--- src/rtl/cl_crc_stream.sv ---
// cl_crc_stream -- streaming CRC engine, one result per frame.
//
// Bytes arrive DATA_W/8 at a time on a valid/ready beat port. Byte 0
// (in_data[7:0]) is folded into the CRC first. Only bytes with their in_keep
// bit set are folded in; the rest are skipped. A beat with in_last=1 closes
// the frame. The finished CRC is then held on the result port until it is
// popped. No new beat is accepted while a result is waiting.
//
// The CRC register is kept in normal (MSB-first) form. The choices below are
// all parameters:
//   - REFIN picks LSB-first or MSB-first bit order inside each byte.
//   - REFOUT bit-reverses the register before the XOROUT mask is applied.
//   - CHECK=1 compares the finished value against RESIDUE. This is for frames
//     that carry their own CRC at the tail.
// Wide parameters are truncated to their low CRC_W bits.
//
// Ports:
//   clk        clock
//   reset      asynchronous active-high reset
//   in_valid   beat valid
//   in_ready   beat accepted when in_valid & in_ready (low while a result waits)
//   in_data    beat data, byte 0 in bits [7:0]
//   in_keep    byte enables, contiguous from bit 0 on the last beat
//   in_last    last beat of the frame
//   crc_valid  result valid
//   crc_ready  result consumed when crc_valid & crc_ready
//   crc_value  final CRC after REFOUT and XOROUT
//   crc_ok     CHECK=1: crc_value == RESIDUE; CHECK=0: 1
module cl_crc_stream #(
  parameter int          DATA_W  = 32,
  parameter int          CRC_W   = 32,
  parameter logic [63:0] POLY    = 64'h04C11DB7,
  parameter logic [63:0] INIT    = 64'hFFFFFFFF,
  parameter bit          REFIN   = 1'b1,
  parameter bit          REFOUT  = 1'b1,
  parameter logic [63:0] XOROUT  = 64'hFFFFFFFF,
  parameter bit          CHECK   = 1'b0,
  parameter logic [63:0] RESIDUE = 64'h2144DF1C
) (
  input  logic                clk,
  input  logic                reset,
  input  logic                in_valid,
  output logic                in_ready,
  input  logic [DATA_W-1:0]   in_data,
  input  logic [DATA_W/8-1:0] in_keep,
  input  logic                in_last,
  output logic                crc_valid,
  input  logic                crc_ready,
  output logic [CRC_W-1:0]    crc_value,
  output logic                crc_ok
);

  localparam int NB = DATA_W / 8;

  localparam logic [CRC_W-1:0] POLY_C    = POLY[CRC_W-1:0];
  localparam logic [CRC_W-1:0] INIT_C    = INIT[CRC_W-1:0];
  localparam logic [CRC_W-1:0] XOROUT_C  = XOROUT[CRC_W-1:0];
  localparam logic [CRC_W-1:0] RESIDUE_C = RESIDUE[CRC_W-1:0];

  typedef enum logic [1:0] {IDLE, ACCUM, DONE} state_t;

  state_t           state_q, state_d;
  logic [CRC_W-1:0] crc_q, crc_d;
  logic [CRC_W-1:0] value_q, value_d;
  logic             ok_q, ok_d;

  logic [CRC_W-1:0] crc_beat;   // crc_q advanced over this beat's enabled bytes
  logic [CRC_W-1:0] crc_final;  // crc_beat after output reflection and mask

  // Advance the register by one byte, one LFSR step per bit.
  // The steps are unrolled, so a whole beat is folded in within one cycle.
  function automatic logic [CRC_W-1:0] crc_byte(input logic [CRC_W-1:0] c_in,
                                                input logic [7:0]       b);
    logic [CRC_W-1:0] c;
    logic             fb;
    c = c_in;
    for (int i = 0; i < 8; i++) begin
      fb = c[CRC_W-1] ^ (REFIN ? b[i] : b[7-i]);
      c  = {c[CRC_W-2:0], 1'b0} ^ (fb ? POLY_C : '0);
    end
    return c;
  endfunction

  function automatic logic [CRC_W-1:0] bitrev(input logic [CRC_W-1:0] v);
    logic [CRC_W-1:0] r;
    for (int i = 0; i < CRC_W; i++) r[i] = v[CRC_W-1-i];
    return r;
  endfunction

  // Bytes are folded in order 0..NB-1.
  // A disabled byte passes the register through unchanged.
  always_comb begin
    crc_beat = crc_q;
    for (int k = 0; k < NB; k++) begin
      if (in_keep[k]) crc_beat = crc_byte(crc_beat, in_data[8*k +: 8]);
    end
    crc_final = (REFOUT ? bitrev(crc_beat) : crc_beat) ^ XOROUT_C;
  end

  always_comb begin
    state_d = state_q;
    crc_d   = crc_q;
    value_d = value_q;
    ok_d    = ok_q;
    case (state_q)
      IDLE, ACCUM: begin
        if (in_valid) begin
          crc_d = crc_beat;
          if (in_last) begin
            state_d = DONE;
            value_d = crc_final;
            ok_d    = CHECK ? (crc_final == RESIDUE_C) : 1'b1;
          end else begin
            state_d = ACCUM;
          end
        end
      end
      DONE: begin
        // Preset the register on the pop edge.
        // The next frame can then start on the very next cycle.
        if (crc_ready) begin
          state_d = IDLE;
          crc_d   = INIT_C;
        end
      end
      default: state_d = IDLE;
    endcase
  end

  always_ff @(posedge clk or posedge reset) begin
    if (reset) begin
      state_q <= IDLE;
      crc_q   <= INIT_C;
      value_q <= '0;
      ok_q    <= 1'b0;
    end else begin
      state_q <= state_d;
      crc_q   <= crc_d;
      value_q <= value_d;
      ok_q    <= ok_d;
    end
  end

  assign in_ready  = (state_q != DONE);
  assign crc_valid = (state_q == DONE);
  assign crc_value = value_q;
  assign crc_ok    = ok_q;

endmodule

--- config.mk ---
export PLATFORM = sky130hd
export DESIGN_NAME = cl_crc_stream
export DESIGN_NICKNAME = d
export VERILOG_FILES = /design/src/rtl/cl_crc_stream.sv
export SDC_FILE = /design/constraint.sdc
export NUM_CORES = 1
export LEC_CHECK = 0
export CORE_AREA = 4 4 133 135
export DETAILED_ROUTE_END_ITERATION = 8
export DIE_AREA = 0 0 137 139
export PLACE_DENSITY = 0.7
export SLEW_MARGIN = 5
export SYNTH_ARGS = -nofsm -noshare
export SYNTH_HDL_FRONTEND = slang
export SYNTH_SLANG_ARGS = --single-unit
--- constraint.sdc ---
create_clock -name clk -period 7 [get_ports clk]
set_input_delay 1.4 -clock clk [delete_from_list [all_inputs] [get_ports clk]]
set_output_delay 1.4 -clock clk [all_outputs]
set_load 0.03 [all_outputs]
==> results of run 1 <==
[cell type report]
cell class / count / area, um2 / share of cell area (%)
Clock buffer: 11 / 253 / 2.59
Clock inverter: 5 / 60.1 / 0.616
Inverter: 8 / 30.0 / 0.308
Multi-Input combinational cell: 689 / 6240 / 64.0
Sequential cell: 67 / 1720 / 17.6
Tap cell: 220 / 275 / 2.82
Timing Repair Buffer: 134 / 1170 / 12.0
[metrics by stage]
stage | hold WS (ps) | worst slack, ps | TNS [ps] | instances
2_1_floorplan | 440 | 937 | 0 | 811
3_3_place_gp | 451 | 55.7 | 0 | 1118
3_5_place_dp | 458 | -106 | -724 | 1118
4_1_cts | 472 | 202 | 0 | 1134
5_1_grt | 500 | 54.4 | 0 | 1134
6_report | 474 | 370 | 0 | 1134
[worst max path at each step]
stage,cells after the start,to
4_1_cts,17,crc_value[25]$_DFFE_PP0P_
2_1_floorplan,17,crc_q[3]$_DFFE_PP1P_
6_report,17,crc_value[25]$_DFFE_PP0P_
3_3_place_gp,17,crc_value[26]$_DFFE_PP0P_
5_1_grt,17,crc_value[26]$_DFFE_PP0P_
3_5_place_dp,17,crc_value[19]$_DFFE_PP0P_
[cell usage in the layout (no fill, tap or decap), drive strengths merged, types with 8 or more instances in the layout]
cell type	instances
nor2	65
a21oi	44
inv	9
xnor3	45
xor3	11
buf	63
nand2	62
mux2i	63
o22a	19
clkdlybuf4s50	71
xnor2	177
mux2	17
o21ai	41
dfstp	32
xor2	51
dfrtp	35
nor3	12
clkbuf	11
nor3b	8
[routing by layer]
layer / global-route usage [%] / part of all wire, %
met4: 9.03 / 4.0
met3: 4.25 / 6.6
met2: 39.2 / 46
met1: 35.2 / 43
met5: 0 / 0
[critical path, stage by stage]
cell	delay, ps
clkdlybuf4s50_1	620
xor2_1	310
xnor3_1	490
mux2i_4	290
xnor2_2	250
or4_1	450
a41oi_1	330
a2111oi_4	70
buf_4	200
xnor2_1	390
nor3b_1	110
a2111o_1	430
or2_1	480
xnor2_4	380
xnor2_1	120
a21oi_1	350
o21ai_1	110
[flip-flops by register name (all words and copies together), names as in the netlist]
| register | flops |
|---|---|
| crc_ok | 1 |
| crc_q | 32 |
| state_q | 2 |
| crc_value | 32 |
[logic make-up after synthesis]
group                     after synthesis
AOI/OAI and AO/OA                     141
xor gates and xnor gates              284
buffers and inverters                  55
DFF                                    67
muxes                                  80
and+or+nand+nor                       184
==> impl_metrics.csv, run 1 <==
group,metric,value,unit
timing,worstMarginPinSlew,1120,ps
logic_synthesis,synth.ff_latch_count,67,
cts,post_cts_resized,0,
placement,gpl.final_weighted_congestion,0.965,
grt,largest_net_degree_at_the_start_of_global_routing,68,
worst_setup_path,worstRegToRegCells,16,
cts,skew_pair_late_insertion_delay,330,ps
placement,dp_hpwl,19000,um
worst_setup_path,critPathKind,"input port to flop",
cts,cts_max_path_buffers,2,
worst_setup_path,worst_r2r_endpoint,"crc_value[25]$_DFFE_PP0P_",
timing,timing.final.hold_violations,0,
grt,first_pass_grt_wire_length,36400,um
worst_setup_path,crit_path_max_fanout,11,
placement,postPlaceCellArea,9430,um2
logic_synthesis,simple_gate_share_of_the_synthesized_area,10.6,%
logic_synthesis,post_synth_xor_area_fraction,43.0,%
cts,cts_post_setup_buffers_inserted,0,
cts,clkTransAtPathRegs,60,ps
cells_and_area,areaGrowthSynthToFinish,19.2,%
logic_synthesis,syn_nets,852,
logic_synthesis,synthMuxAreaShare,10.8,%
logic_synthesis,synth_flop_cell,"dfrtp_1",
floorplan,io_pins,76,
cells_and_area,final_core_util,59.2,%
flow_run,drv_cap,0,
timing,grt_setup_unrepaired,"no",
floorplan,floorplan.die_area,19000,um2
worst_setup_path,crit_required,7170,ps
cells_and_area,final_net_count,950,
routing,drt-initial-drc-count,504,
logic_synthesis,synth-edff-count,0,
hold_path,holdPathStages,1,
hold_path,min_delay_worst_endpoint,"state_q[0]$_DFFE_PP0P_",
routing,detail_route.wirelength,23800,um
floorplan,die_h,139,um
cts,clock_sink_count,67,
routing,ant_nets,0,
grt,globalRoute.totalOverflow,0,
logic_synthesis,synth.top_cells.by_count,"xnor2_1 (161), nor2_1 (65), nand2_1 (62)",
logic_synthesis,async_set_or_reset_flop_fraction_in_the_synthesized_netlist,100,%
timing,slew_violations,0,
floorplan,coreArea,16500,um2
cells_and_area,drive_above_1_share,18.9,%
logic_synthesis,synth_fa_ha_area_share,0,%
routing,route.detailed.wl_per_inst,21.0,um
floorplan,die_w,137,um
logic_synthesis,yosysWarnings,0,
routing,routed_via_density,5.54,
grt,grt_antenna_before_repair,0,
logic_synthesis,synth_top_area_cell,"xnor2_1",
timing,max_freq,151,MHz
logic_synthesis,postSynthAreaPerCell,10.1,um2
timing,setup_violation_total_in_the_final_timing_report,0,
run_status,outcome,"completed",
floorplan,num_rows,47,
worst_setup_path,regToRegStartpoint,"crc_q[29]$_DFFE_PP1P_",
grt,grt_pass1_vias,6345,
cts,htree_num_levels,3,
routing,num_vias,6277,
worst_setup_path,worst_setup_path_end_kind,"flop",
cts,cts-buffers-inserted,9,
worst_setup_path,rrSetupSlack,1380,ps
logic_synthesis,synth_compound_area_share,11.7,%
logic_synthesis,synth_seq_area_share,21.0,%
logic_synthesis,netlist.area_leader.share,17.2,%
timing,relSlewSlack,25.3,%
routing,drc,0,
logic_synthesis,unique_masters_post_synth,71,
routing,drt_first_pass_iters,7,
logic_synthesis,dominant_combinational_cell_family_by_area_after_synthesis,"XOR/XNOR gates",
hold_path,holdCritPathClass,"flop to flop",
grt,globalRouteTotalUtil,25.1,%
worst_setup_path,arrival_time_reported_for_the_critical_path_endpoint,6800,ps
cells_and_area,num-fill-cells,1457,
logic_synthesis,synthCells,811,
cts,tritoncts_clock_tree,"done",
floorplan,start_util,49.7,%
cells_and_area,n_antenna_cell,0,
timing,clock_skew,7.39,ps
worst_setup_path,cp-start-kind,"input port",
cts,cts.hold.buffers_added,0,
cells_and_area,finalInstanceArea,9750,um2
logic_synthesis,synthMostInstantiatedCell,"xnor2_1",
logic_synthesis,synthesis.area,8180,um2
placement,portBuffers,75,
worst_setup_path,startpoint,"in_data[2]",
timing,post-route-period-util,94.7,%
logic_synthesis,synth.top_cells.by_area,"xnor2_1 (17%), xnor3_1 (12%), dfrtp_1 (11%), dfstp_2 (10%), mux2i_1 (6.9%)",
hold_path,min-delay-start,"state_q[1]$_DFFE_PP0P_",
timing,min_period,6630,ps
cts,cts_root_buffer,"clkbuf_16",
Power of run 1 is left out: the tool's default activity adds up to more than one toggle a clock period on the data nets, which glitch-free logic cannot reach.
==> inputs of run 2 (changes only) <==
--- a/config.mk
+++ b/config.mk
@@ -6,6 +6,7 @@
 export NUM_CORES = 1
 export LEC_CHECK = 0
 export CORE_AREA = 4 4 133 135
+export CTS_CLUSTER_SIZE = 10
 export DETAILED_ROUTE_END_ITERATION = 8
 export DIE_AREA = 0 0 137 139
 export PLACE_DENSITY = 0.7
==> results of run 2 <==
The final DEF is identical to that of run 1; final timing and power are the same.
Power of run 2 is left out for the same reason.
